==> src/rtl/gasket_pkg.sv <==
// Shared encodings for the gasket receive controller.
// Width codes, FSM states and small helpers.
package gasket_pkg;

  localparam logic [5:0] W8  = 6'd8;
  localparam logic [5:0] W16 = 6'd16;
  localparam logic [5:0] W32 = 6'd32;

  localparam logic [7:0] COM_SYM_DEF = 8'hBC;

  typedef enum logic [1:0] {
    HUNT    = 2'd0,
    CONFIRM = 2'd1,
    LOCKED  = 2'd2,
    SWITCH  = 2'd3
  } state_e;

  function automatic logic [1:0] last_lane(input logic [5:0] w);
    logic [1:0] r;
    r = 2'd1;
    unique case (1'b1)
      (w == W8):  r = 2'd0;
      (w == W32): r = 2'd3;
      default:    r = 2'd1;
    endcase
    return r;
  endfunction

  function automatic logic legal_w(input logic [5:0] w);
    return (w == W8) || (w == W16) || (w == W32);
  endfunction

  function automatic logic [3:0] sat_inc(input logic [3:0] v);
    return (v == 4'hF) ? v : v + 4'd1;
  endfunction

endpackage

==> src/rtl/gasket_lane_cnt.sv <==
// Byte-lane counter within a gasket group.
// Supports a zero load and a COM-driven realign.
module gasket_lane_cnt
  import gasket_pkg::*;
(
  input  logic       clk_i,
  input  logic       rst_ni,
  input  logic [5:0] width_i,
  input  logic       load_i,
  input  logic       realign_i,
  output logic [1:0] lane_idx_o,
  output logic       group_done_o
);

  logic [1:0] lane_q;
  logic [1:0] lane_d;
  logic [1:0] last;

  assign last = last_lane(width_i);

  always_comb begin
    lane_d = lane_q + 2'd1;
    if (lane_q >= last)
      lane_d = 2'd0;
    if (realign_i)
      lane_d = (last == 2'd0) ? 2'd0 : 2'd1;
    if (load_i)
      lane_d = 2'd0;
  end

  always_ff @(posedge clk_i or negedge rst_ni) begin
    if (!rst_ni)
      lane_q <= 2'd0;
    else
      lane_q <= lane_d;
  end

  assign lane_idx_o   = lane_q;
  assign group_done_o = (lane_q == last);

endmodule

==> src/rtl/gasket_rx_ctrl.sv <==
// Receive alignment and width control for the gasket.
// Hunts COMs, locks lanes and switches width on group end.
module gasket_rx_ctrl
  import gasket_pkg::*;
#(
  parameter logic [7:0] COM_SYM    = COM_SYM_DEF,
  parameter int         LOCK_CNT   = 4,
  parameter int         UNLOCK_CNT = 3,
  parameter logic [5:0] WIDTH_RST  = 6'd16
) (
  input  logic       PCLK,
  input  logic       Rst_n,
  input  logic [7:0] Data_in,
  input  logic       Rx_Datak,
  input  logic [5:0] Req_width,
  input  logic       Req_valid,
  output logic       Req_ready,
  output logic [5:0] Width,
  output logic [1:0] Lane_idx,
  output logic       Group_done,
  output logic       Rx_valid,
  output logic       Align_err,
  output logic       Cfg_err
);

  localparam logic [3:0] LOCK_C   = 4'(LOCK_CNT);
  localparam logic [3:0] UNLOCK_C = 4'(UNLOCK_CNT);

  state_e     state_q, state_d;
  logic [5:0] width_q, width_d;
  logic [5:0] pend_q, pend_d;
  logic [3:0] good_q, good_d;
  logic [3:0] bad_q, bad_d;
  logic       rxv_q, rxv_d;
  logic       aerr_q, aerr_d;
  logic       cerr_q, cerr_d;
  logic       rdy_q, rdy_d;
  logic       load, realign;
  logic       com, aligned, acc;
  logic [3:0] good_inc, bad_inc;

  gasket_lane_cnt u_lane (
    .clk_i        (PCLK),
    .rst_ni       (Rst_n),
    .width_i      (width_q),
    .load_i       (load),
    .realign_i    (realign),
    .lane_idx_o   (Lane_idx),
    .group_done_o (Group_done)
  );

  assign com      = Rx_Datak && (Data_in == COM_SYM);
  assign aligned  = (Lane_idx == 2'd0);
  assign acc      = Req_valid && rdy_q;
  assign good_inc = sat_inc(good_q);
  assign bad_inc  = sat_inc(bad_q);

  always_comb begin
    state_d = state_q;
    width_d = width_q;
    pend_d  = pend_q;
    good_d  = good_q;
    bad_d   = bad_q;
    aerr_d  = 1'b0;
    cerr_d  = 1'b0;
    load    = 1'b0;
    realign = 1'b0;
    if (acc && state_q != SWITCH) begin
      // Acceptance shadows any COM seen this cycle
      if (!legal_w(Req_width)) begin
        cerr_d = 1'b1;
      end else if (Req_width != width_q) begin
        pend_d  = Req_width;
        state_d = SWITCH;
      end
    end else begin
      unique case (state_q)
        HUNT: begin
          if (com) begin
            realign = 1'b1;
            good_d  = 4'd1;
            state_d = (LOCK_C <= 4'd1) ? LOCKED : CONFIRM;
          end
        end
        CONFIRM: begin
          if (com && aligned) begin
            good_d = good_inc;
            if (good_inc >= LOCK_C)
              state_d = LOCKED;
          end else if (com) begin
            realign = 1'b1;
            good_d  = 4'd1;
          end
        end
        LOCKED: begin
          if (com && aligned) begin
            bad_d = 4'd0;
          end else if (com) begin
            aerr_d = 1'b1;
            bad_d  = bad_inc;
            if (bad_inc >= UNLOCK_C) begin
              realign = 1'b1;
              good_d  = 4'd1;
              bad_d   = 4'd0;
              state_d = CONFIRM;
            end
          end
        end
        SWITCH: begin
          if (Group_done) begin
            width_d = pend_q;
            load    = 1'b1;
            good_d  = 4'd0;
            bad_d   = 4'd0;
            state_d = HUNT;
          end
        end
      endcase
    end
    rxv_d = (state_d == LOCKED);
    rdy_d = (state_d != SWITCH);
  end

  always_ff @(posedge PCLK or negedge Rst_n) begin
    if (!Rst_n) begin
      state_q <= HUNT;
      width_q <= WIDTH_RST;
      pend_q  <= WIDTH_RST;
      good_q  <= 4'd0;
      bad_q   <= 4'd0;
      rxv_q   <= 1'b0;
      aerr_q  <= 1'b0;
      cerr_q  <= 1'b0;
      rdy_q   <= 1'b0;
    end else begin
      state_q <= state_d;
      width_q <= width_d;
      pend_q  <= pend_d;
      good_q  <= good_d;
      bad_q   <= bad_d;
      rxv_q   <= rxv_d;
      aerr_q  <= aerr_d;
      cerr_q  <= cerr_d;
      rdy_q   <= rdy_d;
    end
  end

  assign Width     = width_q;
  assign Rx_valid  = rxv_q;
  assign Align_err = aerr_q;
  assign Cfg_err   = cerr_q;
  assign Req_ready = rdy_q;

endmodule

==> config.mk <==
export PLATFORM = sky130hd
export DESIGN_NAME = gasket_rx_ctrl
export DESIGN_NICKNAME = d
export VERILOG_FILES = /design/src/rtl/gasket_pkg.sv /design/src/rtl/gasket_lane_cnt.sv /design/src/rtl/gasket_rx_ctrl.sv
export SDC_FILE = /design/constraint.sdc
export NUM_CORES = 1
export LEC_CHECK = 0
export ABC_AREA = 1
export BUFFER_PORTS_ARGS = -buffer_cell sky130_fd_sc_hd__buf_2
export CAP_MARGIN = 20
export CORE_MARGIN = 3
export CORE_UTILIZATION = 40
export DETAILED_ROUTE_END_ITERATION = 10
export PLACE_DENSITY_LB_ADDON = 0.05
export SLEW_MARGIN = 40
export SYNTH_ARGS = -nofsm -noshare
export SYNTH_HDL_FRONTEND = slang
export SYNTH_SLANG_ARGS = --single-unit
==> constraint.sdc <==
create_clock -name PCLK -period 2.6 [get_ports PCLK]
set_clock_uncertainty 0.2 [all_clocks]
set_input_delay 0.13 -clock PCLK [delete_from_list [all_inputs] [get_ports PCLK]]
set_output_delay 0.13 -clock PCLK [all_outputs]
set_load 0.03 [all_outputs]
==> summary.md <==
| Metric | Value |
|---|---|
| Status | `finished clean` |
| CP Data Arrival Time | `between 2000 and 2500 ps` |
| Avg Cell Area, Syn | `7.33 µm²` |
| WS Path Type | `primary input to flop` |
| Worst-margin pin slew | `627 ps` |
| H-tree levels | `1` |
| Ant diodes | `0` |
| Nets | `306` |
| Sink Count | `28` |
| Buffers on Ports | `30` |
| Area of the multi-input gates | `slightly above 900 µm²` |
| Core region area | `4140 µm²` |
| Row cnt | `23` |
| CP Cell Sequence | `dlygate4sd3_1, buf_2, nor2_2, dlygate4sd3_1, nand4_1, dlygate4sd3_1, nor3b_1` |
| Max cap viols | `0` |
| Drt first pass iters | `4` |
| Hold Path Class | `primary input to flop` |
| PD cells | `848 nW/µm²` |
| Crit path largest cell delay | `580 ps` |
| Minimum clock period | `2410 ps` |
| Yosys reg bits | `28` |
| FILL cells | `approximately 440` |
| Layout area overhead | `18.7%` |
| Critical path's most frequent cell | `dlygate4sd3_1` |
| Worst setup EP type | `flop` |
| Crit path max fanout | `3` |
| Worst setup margin | `slightly below 200 ps` |
| Largest net degree at the start of global routing | `29` |
| Initial antenna violation count | `0` |
| Die ar. | `about 5300 µm²` |
| Commonest non-fill, non-tap cell in the layout | `nand2_1` |
| DRC viols | `0` |
| Yosys warns | `0` |
| Final ANT Viol Nets | `0` |
| Vias | `1,609` |
| Congestion Overflow GR | `0` |
| Pre-CTS WS | `slightly below 200 ps` |
| Post-synth cell types | `35` |
| Crit path launch type | `primary input` |
| Worst rel slew slack | `0.582` |
| Root Buffer | `clkbuf_8` |
| Worst hold margin | `roughly 40 ps` |
| P_sw | `about 800 µW` |
| Final Wtd Congestion | `0.846` |
| Maximum vdd ir drop | `roughly 0.00041 V` |
| Initial Utilization | `0.428` |
| Endpoints failing setup | `0` |
| Cell Area, Synth | `approximately 1800 µm²` |
| Tcrit/Tclk final | `0.926` |
| Sw Share | `0.453` |
| Fmax | `between 400 and 500 MHz` |
| Clock transition at the registers of the reported paths | `roughly 90 ps` |
| Drt total wl | `3790 µm` |
| Total CTS buffers | `3` |
| Via density per instance | `roughly 4.8` |
| Clk pwr share | `0.135` |
| Reg power frac | `0.397` |
| Postcts setup bufs | `0` |
| WL per Instance | `roughly 11 µm` |
| Internal Power | `approximately 980 µW` |
| FF/Latch Area | `703 µm²` |
| Worst Path Required | `between 2000 and 3000 ps` |
| Vias in the first global route | `~1,600` |
| Most frequent cells in the layout | `62 x nand2_1, 31 x inv_1, 30 x buf_2, 26 x dfrtp_1, 25 x nor2_1` |
| # IOs | `31` |
| Starting DRT DRC Count | `55` |
| First-pass GRT wire length | `~7000 µm` |
| GR Util All Layers | `0.162` |
| Logic pwr share | `0.468` |
| Later-pin clock latency in the skew report | `~270 ps` |
| Clock buffer depth | `2` |
| Hpwl dp | `about 3000 µm` |
| Layout cells sized above 1 | `0.234` |
| Die Y | `between 70 and 80 µm` |
| Slowest stage cell, crit path | `dlygate4sd3_1` |
| Final slew viol count | `0` |
| Post-synthesis sequential area ratio | `0.396` |
| RSZ-0062 raised after global routing | `false` |
| Syn_nets | `~270` |
| CTS tree | `done` |
| Post-synthesis cell count | `approximately 240` |
| Setup TNS | `0 ps` |
| Die Wd | `72.6 µm` |
| Final hold violation count | `0` |
| Lkg Pwr | `~1.1 nW` |
[cells in the mapped netlist (all sizes together)]
| cell | instances | area [µm²] |
|---|---|---|
| ha | 5 | 62.6 |
| mux2i | 1 | 10.0 |
| o21ai | 11 | 58.8 |
| nand3 | 18 | 108 |
| dfrtp | 26 | 651 |
| inv | 40 | 150 |
| or2 | 2 | 12.5 |
| a211o | 1 | 8.76 |
| clkinv | 1 | 3.75 |
| xor2 | 3 | 26.3 |
| a21oi | 7 | 42.5 |
| or4 | 1 | 7.51 |
| dfstp | 2 | 52.6 |
| o2bb2ai | 1 | 8.76 |
| xnor2 | 2 | 17.5 |
| a21o | 1 | 7.51 |
| o31ai | 1 | 7.51 |
| nor2 | 35 | 171 |
| nand2 | 66 | 260 |
| buf | 2 | 12.5 |
| nand4 | 7 | 43.8 |
| nor3 | 5 | 25.0 |
| nor3b | 1 | 7.51 |
| nor4 | 3 | 18.8 |
[metrics by stage]
stage / std cells / instance area (µm²) / total power [mW] / utilization
detailed placement: 321 / 1980 / 1.55 / 0.478
floorplan: 242 / 1770 / 1.34 / -
CTS: 332 / 2100 / 1.81 / 0.506
finish: 332 / 2110 / 1.79 / 0.508
global placement: 321 / 1980 / 1.55 / 0.478
global route: 332 / 2110 / 1.97 / 0.508
[flip-flops by register name (all words and copies together), names as in the netlist]
signal and count:
Rx_valid 1, u_lane.lane_idx_o 2, Align_err 1, Req_ready 1, pend_q 6, good_q 4
Cfg_err 1, state_q 2, bad_q 4, Width 6
[area by class of cell]
type,instances,share of cell area
flip-flops and latches,28,0.334
well taps,50,0.0297
inverters,41,0.0731
multi-input cells,171,0.434
repair buffers,38,0.108
clock buffers,4,0.0214
[power by group through the flow]
| stage | Clock [mW] | Combinational (mW) | Sequential [mW] |
|---|---|---|---|
| 2_1_floorplan | 0 | 0.536 | 0.803 |
| 3_3_place_gp | 0 | 0.836 | 0.715 |
| 3_5_place_dp | 0 | 0.836 | 0.718 |
| 4_1_cts | 0.255 | 0.847 | 0.709 |
| 5_1_grt | 0.275 | 0.962 | 0.730 |
| 6_report | 0.241 | 0.837 | 0.709 |
[path summary, 6_finish.rpt]
kind,startpoint,to,slack (ps),cells after the start
min,Req_valid,Align_err,40,3
max in group asynchronous,Rst_n,Cfg_err,1590,2
max reg2reg,Width[1],good_q[1],210,12
min reg2reg,pend_q[4],Width[4],270,2
min in group asynchronous,Rst_n,good_q[2],200,2
max,Data_in[0],Align_err,190,7
[worst max-delay path: cells and delay by family]
family	cells	cell delay (ps)
buffers and inverters	4	1820
and+or+nand+nor	3	450
[per-layer routing]
metal  GRT usage  vias up  wire [µm]
met5           0        -          0
met4      0.0430        0         40
met3      0.0207        5        109
met2       0.283       23       1910
met1       0.211      734       1730
li1            -      847          -
[kinds of logic (layout without fill, tap and decap cells)]
group | Yosys count | in the layout | share of synthesized area
simple gates | 138 | 138 | 0.369
flops | 28 | 28 | 0.396
mux | 1 | 1 | 0.00564
xor+xnor | 5 | 5 | 0.0247
buf+inv | 43 | 83 | 0.0938
compound gates | 22 | 22 | 0.0755
fa+ha+maj | 5 | 5 | 0.0353
[what timing repair did]
action                                 4_1_cts  5_1_grt
endpoints found under the hold margin       30        0
setup endpoints to repair                    0        4
hold buffers                                 7        0
resized for setup                            0        3
(Power assumes the default switching activity.)
